===== config.mk =====
export PLATFORM = sky130hd
export DESIGN_NAME = cache_req_arbiter
export DESIGN_NICKNAME = d
export VERILOG_FILES = /design/src/rtl/cache_req_arbiter.sv
export SDC_FILE = /design/constraint.sdc
export NUM_CORES = 1
export LEC_CHECK = 0
export CAP_MARGIN = 20
export CORE_ASPECT_RATIO = 1.5
export CORE_MARGIN = 2
export CORE_UTILIZATION = 52
export CTS_BUF_LIST = sky130_fd_sc_hd__clkbuf_4
export DETAILED_ROUTE_END_ITERATION = 8
export PLACE_DENSITY_LB_ADDON = 0.2
export SETUP_SLACK_MARGIN = 0.3
export SLEW_MARGIN = 20
export SYNTH_ARGS = -nofsm -noshare
export SYNTH_HDL_FRONTEND = slang
export SYNTH_SLANG_ARGS = --single-unit

===== constraint.sdc =====
create_clock -name clk -period 13.84 [get_ports clk]
set_clock_uncertainty 0.1 [all_clocks]
set_input_delay 3.46 -clock clk [delete_from_list [all_inputs] [get_ports clk]]
set_output_delay 3.46 -clock clk [all_outputs]
set_load 0.01 [all_outputs]

===== src/rtl/cache_req_arbiter.sv =====
// Purpose: round-robin arbiter between the AXI AR channel and the AW+W channel pair; packs each grant
//   into a 128-bit request word, with write bursts expanded to one packed request per W beat.
// Latency: 1 cycle from an AR or W handshake to req_valid. Backpressure: a held output
//   (req_valid && !req_ready) drops ar_ready and w_ready. aw_ready does not depend on the output stage.
// Ports: clk/rst (async active-high); ar_*, aw_*, w_* AXI request channels with valid/ready;
//   req_valid/req_ready + read_or_write + result_arb output stage; err_wlast length-mismatch pulse.
module cache_req_arbiter #(
  parameter bit INIT_PRIO = 1'b0,
  parameter bit CHECK_LEN = 1'b1
) (
  input  logic         clk,
  input  logic         rst,
  input  logic         ar_valid,
  output logic         ar_ready,
  input  logic [31:0]  ar_addr,
  input  logic [3:0]   ar_id,
  input  logic [1:0]   ar_burst,
  input  logic [2:0]   ar_size,
  input  logic [7:0]   ar_len,
  input  logic         aw_valid,
  output logic         aw_ready,
  input  logic [31:0]  aw_addr,
  input  logic [3:0]   aw_id,
  input  logic [1:0]   aw_burst,
  input  logic [2:0]   aw_size,
  input  logic [7:0]   aw_len,
  input  logic         w_valid,
  output logic         w_ready,
  input  logic [63:0]  w_data,
  input  logic [7:0]   w_strb,
  input  logic         w_last,
  output logic         req_valid,
  input  logic         req_ready,
  output logic         read_or_write,
  output logic [127:0] result_arb,
  output logic         err_wlast
);

  typedef enum logic {IDLE, WR_BURST} state_t;

  state_t      state;
  logic        last_grant;   // 0 = read was granted last, 1 = write
  logic [3:0]  h_id;
  logic [1:0]  h_burst;
  logic [2:0]  h_size;
  logic [7:0]  h_len;
  logic [7:0]  beat_cnt;
  logic [31:0] cur_addr;

  logic        load_ok;
  logic        grant_rd;
  logic        grant_wr;
  logic        ar_hs;
  logic        aw_hs;
  logic        w_hs;
  logic [31:0] incr;
  logic [31:0] wrap_mask;
  logic [31:0] next_addr;

  assign load_ok = !req_valid || req_ready;

  // On contention the side that did not win last time gets the grant.
  always_comb begin
    grant_rd = 1'b0;
    grant_wr = 1'b0;
    if (!rst && state == IDLE) begin
      if (ar_valid && aw_valid) begin
        grant_wr = (last_grant == 1'b0);
        grant_rd = (last_grant == 1'b1);
      end else begin
        grant_rd = ar_valid;
        grant_wr = aw_valid;
      end
    end
  end

  assign ar_ready = grant_rd && load_ok;
  assign aw_ready = grant_wr;
  assign w_ready  = !rst && (state == WR_BURST) && load_ok;

  assign ar_hs = ar_valid && ar_ready;
  assign aw_hs = aw_valid && aw_ready;
  assign w_hs  = w_valid && w_ready;

  // WRAP keeps the low address bits inside a window of (len+1)<<size bytes. The mask form
  // relies on len+1 being a power of two, which holds for every legal AXI wrapping burst.
  always_comb begin
    incr      = 32'd1 << h_size;
    wrap_mask = ((32'(h_len) + 32'd1) << h_size) - 32'd1;
    case (h_burst)
      2'b00:   next_addr = cur_addr;
      2'b10:   next_addr = (cur_addr & ~wrap_mask) | ((cur_addr + incr) & wrap_mask);
      default: next_addr = cur_addr + incr;
    endcase
  end

  always_ff @(posedge clk or posedge rst) begin
    if (rst) begin
      state         <= IDLE;
      last_grant    <= ~INIT_PRIO;
      h_id          <= '0;
      h_burst       <= '0;
      h_size        <= '0;
      h_len         <= '0;
      beat_cnt      <= '0;
      cur_addr      <= '0;
      req_valid     <= 1'b0;
      read_or_write <= 1'b0;
      result_arb    <= '0;
      err_wlast     <= 1'b0;
    end else begin
      err_wlast <= 1'b0;

      // Output stage: a new load wins over the drain of the current word.
      if (ar_hs) begin
        result_arb    <= {79'd0, ar_addr, ar_id, ar_burst, ar_size, ar_len};
        read_or_write <= 1'b0;
        req_valid     <= 1'b1;
      end else if (w_hs) begin
        result_arb    <= {7'd0, cur_addr, h_id, h_burst, h_size, h_len, w_data, w_strb};
        read_or_write <= 1'b1;
        req_valid     <= 1'b1;
      end else if (req_ready) begin
        req_valid <= 1'b0;
      end

      case (state)
        IDLE: begin
          if (ar_hs) begin
            last_grant <= 1'b0;
          end else if (aw_hs) begin
            h_id       <= aw_id;
            h_burst    <= aw_burst;
            h_size     <= aw_size;
            h_len      <= aw_len;
            beat_cnt   <= 8'd0;
            cur_addr   <= aw_addr;
            last_grant <= 1'b1;
            state      <= WR_BURST;
          end
        end
        WR_BURST: begin
          if (w_hs) begin
            if (beat_cnt != 8'hff) beat_cnt <= beat_cnt + 8'd1;
            cur_addr  <= next_addr;
            // Flags the mismatch only; the burst still ends on w_last alone.
            err_wlast <= CHECK_LEN && ((w_last && beat_cnt != h_len) || (!w_last && beat_cnt == h_len));
            if (w_last) state <= IDLE;
          end
        end
        default: state <= IDLE;
      endcase
    end
  end

endmodule


==> metrics.cfg, run 1 <==
[routing]
viasPerCell=6.097
wl_per_cell_um=20.31
wirelength_um=30930
drt_pass1_iterations=8
drcViolationCount=0
wl_met1_um=11720
wl_met3_um=2050
top_layer_used=met4
drtAntennaViolNets=0
vias=9286
drt-initial-drc-count=614
met2_length_um=15910

[power]
p_leak_nw=5.457
peakVddDrop_mv=0.1457
power_density_mw_per_mm2=221.6

[global_routing]
grt_pass1_vias=8856
grt_max_degree=110
grt_use_total=0.3135
antenna_found_initial=1
grt_overflow=0
grt_pass1_wl_um=47790

[worst_setup_path]
cp_cell_sequence=clkdlybuf4s50_1 > inv_8 > and3_1 > clkdlybuf4s50_1
crit_fanout=109
slowest_delay_ns=0.59
crit_family=buffers and inverters
cp.required_ns=10.28
crit_type=in -> out
slowest_stage=clkdlybuf4s50_1
timing.rr.start=h_size[0]
crit_buf_inv=3
crit_arrival_ns=5.43
r2r_slack_ns=8.86
cpMostUsedCell=clkdlybuf4s50_1
critPathLaunchType=primary input
endpoint_kind=output port
reg2reg_depth=11

[sta]
setup_viol=0
hold_viol=0
max_freq_mhz=111.2
post-route-min-period_ns=8.990
tightest_slew_ns=0.9408
rsz0062_at_grt=false
slew_headroom=0.3728
slew_violations=0
fin_crit_sh=0.6496
setup_tns_ns=0

[clocking]
postCtsSetupBuffers=0
cts_hold_buffers=0
h-tree-depth=4
cts-root-buf=clkbuf_4
path_clk_slew_ns=0.18
cts_buffers=17
cts_tree=built
cts_max_path_buffers=2
cts_resized=0
clkSinkCount=183
clk_latency_ns=0.59

[floorplan]
rows=60
start_util=0.5303
pin_count=311
fp.dieArea_mm2=0.01942
die_w_um=114.5
dieHeight_um=169.7
core_region_area_mm2=0.01794

[yosys]
synth_edf_count=0
synth_area_mm2=0.009515
synthCells=1031
syn_area_per_cell_um2=9.229
synth_cell_types=79
synth_xor_area_frac=0.02945
synth_top_family_by_area=compound AO/OA/AOI/OAI gates
synthTopCellsByArea=dfrtp_1, nor2_1, a22o_1
yosysTopAreaCell=dfrtp_1
seq_area_frac_synth=0.4814
synthMuxAreaShare=0.02196
synthFlopType=dfrtp_1
synth_top_area_share=0.4786
ys_ff_latch=183
yosysWarnings=0
async_flop_share=1.000
yosys.area_share.simple=0.1893
synth-adder-area-share=0.01788
synth_compound_area_frac=0.2143

[placed_design]
io_buffers=303
post-dp-hpwl_um=22390
gp_congestion=0.9067
dp_cells=1490
dpl-instance-area_mm2=0.01260

[cells_and_area]
area_delta_synth_final_pct=36.19
final_cell_mix=clkdlybuf4s50_1, dfrtp_1, nor2_1
mostFrequentLayoutCell=clkdlybuf4s50_1
filler_cell_count=1393
nets=1482
instances_no_fill=1523
drive_above_1_share=0.05134
design_area_mm2=0.01296

[hold_path]
whs_path_depth=2
min-delay-path-class=reg -> reg
min_to=result_arb[80]
hp-start=result_arb[80]

[run]
maxCapViolCount=0

[outcome]
status=completed

[area by class of cell]
class / instances / area [um^2] / area share
Sequential cell: 183 / 4581 / 0.3535
Inverter: 25 / 101.3 / 0.007821
Multi-Input combinational cell: 752 / 4538 / 0.3502
Timing Repair Buffer: 313 / 3108 / 0.2398
Antenna cell: 1 / 2.502 / 0.0001931
Clock buffer: 17 / 127.6 / 0.009848
Clock inverter: 15 / 229.0 / 0.01767
Tap cell: 217 / 271.5 / 0.02095
[per-layer routing]
layer  track usage  vias up
met2        0.5482      432
li1              -     4257
met1        0.3800     4499
met3       0.05143       98
met4        0.1315        0
met5             0        -
[synthesized netlist by cell type (4+ instances only)]
master    instances
a211oi_1         12
a21o_1            4
a21oi_1          34
a221o_1           5
a22o_1           66
a311oi_1          5
a31oi_1           6
and2_1            5
and3_1           13
and4_1            4
buf_2             5
buf_4             7
clkbuf_1         61
dfrtp_1         182
ha_1             12
inv_1            23
mux2i_1          15
nand2_1         113
nand2b_1          5
nand3_1          25
nand4_1          17
nor2_1          157
nor2b_1           4
nor3_1           23
nor4_1            6
nor4b_1           4
o211ai_1          7
o21ai_0          52
o21ai_1           5
o22ai_1          51
o31ai_1           5
or2_2             5
xnor2_1          24
xor2_1            8
[stage by stage]
step / utilization / setup slack [ns] / hold slack [ns] / power, W
floorplan: - / 2.398 / 0.3461 / 0.001851
global placement: 0.7022 / 4.785 / 0.3596 / 0.002474
detailed placement: 0.7022 / 4.769 / 0.3683 / 0.002518
CTS: 0.7221 / 4.770 / 0.4080 / 0.002865
global route: 0.7222 / 4.625 / 0.4317 / 0.003065
finish: 0.7222 / 4.850 / 0.4036 / 0.002872
[cells by family after synthesis]
family                   count (synthesis)
AO/OA/AOI/OAI                          286
XOR/XNOR                                32
adder cells (fa/ha/maj)                 13
buffers and inverters                  102
flip-flops                             183
multiplexers                            19
other                                    1
AND/OR/NAND/NOR                        395
[worst reg2reg max path, stage by stage, from the launching register on]
cell	delay [ns]
dfrtp_1	0.84
clkinv_1	0.69
nor3_1	0.31
ha_1	0.25
o21a_1	0.14
o21ai_0	0.09
a211oi_1	0.35
a21boi_1	0.76
nand3_1	0.45
nor4b_1	0.56
mux2i_1	0.23
o21ai_0	0.08
[report_power, final]
part / switching (W) / internal, W / total (W) / leakage, nW
clock: 0.000226 / 0.000122 / 0.000348 / 0.183
combinational: 0.000789 / 0.000721 / 0.00151 / 3.06
sequential: 0.000242 / 0.000772 / 0.00101 / 2.21
total: 0.00126 / 0.00162 / 0.00287 / 5.46
[how the worst max path moves through the flow]
stage | startpoint | end | slack (ns) | depth (start not counted)
after floorplan | rst | w_ready | 2.40 | 2
after global placement | rst | w_ready | 4.79 | 4
after detailed placement | rst | w_ready | 4.77 | 4
after CTS | rst | w_ready | 4.77 | 4
after global routing | rst | w_ready | 4.63 | 4
final | rst | w_ready | 4.85 | 4
Note: power is estimated with default switching activity, not from simulation.
==> inputs of run 2 (changes only) <==
--- a/config.mk
+++ b/config.mk
@@ -8,7 +8,7 @@
 export CAP_MARGIN = 20
 export CORE_ASPECT_RATIO = 1.5
 export CORE_MARGIN = 2
-export CORE_UTILIZATION = 52
+export CORE_UTILIZATION = 48
 export CTS_BUF_LIST = sky130_fd_sc_hd__clkbuf_4
 export DETAILED_ROUTE_END_ITERATION = 8
 export PLACE_DENSITY_LB_ADDON = 0.2
==> constraint.sdc (replaced) <==
create_clock -name clk -period 8.5 [get_ports clk]
set_clock_uncertainty 0.1 [all_clocks]
set_input_delay 2.125 -clock clk [delete_from_list [all_inputs] [get_ports clk]]
set_output_delay 2.125 -clock clk [all_outputs]
set_load 0.01 [all_outputs]
==> run 2 against run 1 <==
Sequential cell count is the same. Total power grew 60%. Clock-buffer cell count unchanged. First-iteration DRC count shrank 1.3%. Die area rose by 8.1%. Cell area about the same. Register-to-register slack worse by 5.2 ns. Critical path type unchanged.
==> metrics.cfg, run 2 (synthesis gave the netlist of run 1 again) <==
[global_routing]
grt_pass1_vias=8594  ; -3.0%
grt_max_degree=184  ; +67%
grt_use_total=0.2910  ; -0.02257
grt_pass1_wl_um=48000  ; +0.45%
antenna_found_initial=2  ; +1
grt_overflow=0  ; unchanged

[worst_setup_path]
crit_family=buffers and inverters
endpoint_kind=output port
cpMostUsedCell=clkdlybuf4s50_1
crit_arrival_ns=3.87  ; -1.56 ns
crit_type=in -> out
slowest_delay_ns=0.53  ; -0.06 ns
crit_fanout=30  ; -72%
cp_cell_sequence=clkdlybuf4s50_1 > nor2_1 > nand3_1 > buf_4 > inv_1 > clkdlybuf4s50_1
cp.required_ns=6.28  ; -4.00 ns
critPathLaunchType=primary input
critPathLaunch=rst
timing.rr.start=h_size[0]
crit_buf_inv=4  ; +1
slowest_stage=clkdlybuf4s50_1

[floorplan]
fp.dieArea_mm2=0.02099  ; +8.1%
core_region_area_mm2=0.01963  ; +9.4%
pin_count=311  ; unchanged
rows=63  ; +5.0%
dieHeight_um=176.4  ; +4.0%
die_w_um=119.0  ; +3.9%
start_util=0.4848  ; -0.04554

[clocking]
h-tree-depth=4  ; unchanged
cts_max_path_buffers=2  ; unchanged
cts_hold_buffers=0  ; unchanged
clkSinkCount=183  ; unchanged
cts_resized=0  ; unchanged
cts_tree=built
cts-root-buf=clkbuf_4
clk_latency_ns=0.62  ; +0.03 ns
postCtsSetupBuffers=0  ; unchanged
path_clk_slew_ns=0.14  ; -0.04 ns
cts_buffers=17  ; unchanged

[sta]
tightest_slew_ns=0.9806  ; +0.03980 ns
max_freq_mhz=164.1
setup_tns_ns=0  ; unchanged
rsz0062_at_grt=false
slew_violations=0  ; unchanged
slew_headroom=0.3419  ; -0.03092
fin_crit_sh=0.7171
post-route-min-period_ns=6.095
setup_viol=0  ; unchanged
hold_viol=0  ; unchanged
finalWorstSetupSlack_ns=2.405  ; -2.445 ns

[routing]
vias=9091  ; -2.1%
drcViolationCount=0  ; unchanged
drt-initial-drc-count=606  ; -1.3%
wirelength_um=30810  ; -0.38%
viasPerCell=5.809  ; -4.7%
wl_per_cell_um=19.69  ; -3.1%
drtAntennaViolNets=0  ; unchanged
drt_pass1_iterations=5  ; -3

[outcome]
status=completed

[placed_design]
io_buffers=303  ; unchanged
preCtsSetupSlack_ns=2.425  ; -2.344 ns
dp_cells=1533  ; +2.9%
post-dp-hpwl_um=21920  ; -2.1%
gp_congestion=0.9148  ; +0.89%

[power]
peakVddDrop_mv=0.2252  ; +55%
power_density_mw_per_mm2=355.5  ; +60%
p_sw_w=0.001970  ; +57%
power_frac_seq=0.356  ; +0.003
internal_power_w=0.002633  ; +63%
p_leak_nw=5.429  ; -0.51%
combPwrFrac=0.533  ; +0.007
pwr-share-clk=0.111  ; -0.010
swShare=0.4279  ; -0.009588

[cells_and_area]
final_cell_mix=clkdlybuf4s50_1, dfrtp_1, nor2_1
mostFrequentLayoutCell=clkdlybuf4s50_1
instances_no_fill=1565  ; +2.8%
drive_above_1_share=0.04908  ; -0.002261
area_delta_synth_final_pct=36.08  ; about the same
nets=1482  ; unchanged

[hold_path]
min-delay-path-class=reg -> reg
hp-start=h_id[0]

[run]
maxCapViolCount=0  ; unchanged

run 2: path summary, 6_finish.rpt:
path,endpoint,slack (ns),cells past startpoint
max in group asynchronous,async pin,5.54,3
worst min register to register,h_id[0],0.40,2
worst max register to register,register,3.67,13
worst max-delay path,aw_ready,2.40,6
min in group asynchronous,async pin,2.10,3
worst min-delay path,h_id[0],0.40,2
run 2: power groups by stage:
stage	clock network, W	logic, W	registers, W
global route	0.000559	0.00266	0.00170
CTS	0.000522	0.00245	0.00163
floorplan	0	0.00138	0.00163
detailed placement	0	0.00243	0.00165
global placement	0	0.00239	0.00164
finish	0.000510	0.00245	0.00164
run 2: final cells by class:
cell class,instances,area [um^2]
fill,1559,6679
sequential,183,4581
multi-input combinational,752,4538
timing repair buffer,313,3120
tap,260,325.3
clock inverter,14,156.4
clock buffer,17,127.6
inverter,25,97.59
antenna,1,2.502
run 2: worst register-to-register path, delay by kind of cell (launching register included):
family | cells | cell delay (ns)
AND/OR/NAND/NOR | 5 | 1.03
adder cells (fa/ha/maj) | 1 | 0.27
flip-flops | 1 | 0.83
AO/OA/AOI/OAI | 3 | 1.20
multiplexers | 2 | 0.54
buffers and inverters | 2 | 0.76
run 2: layer usage:
layer  global-route usage  share of wire  vias up
met5                    0        0.00036        -
met4               0.1116          0.028        2
met3              0.06040          0.068       60
met2               0.5031           0.51      401
met1               0.3567           0.39     4385
li1                     -              -     4243
run 2: through the flow:
step	utilization	power [W]	hold WS (ns)	cell area, um^2
5_1_grt	0.6597	0.004921	0.4259	12950
3_5_place_dp	0.6451	0.004084	0.3626	12660
4_1_cts	0.6596	0.004604	0.3968	12950
2_1_floorplan	-	0.003014	0.3461	9542
3_3_place_gp	0.6451	0.004032	0.3583	12660
6_report	0.6597	0.004603	0.3975	12950
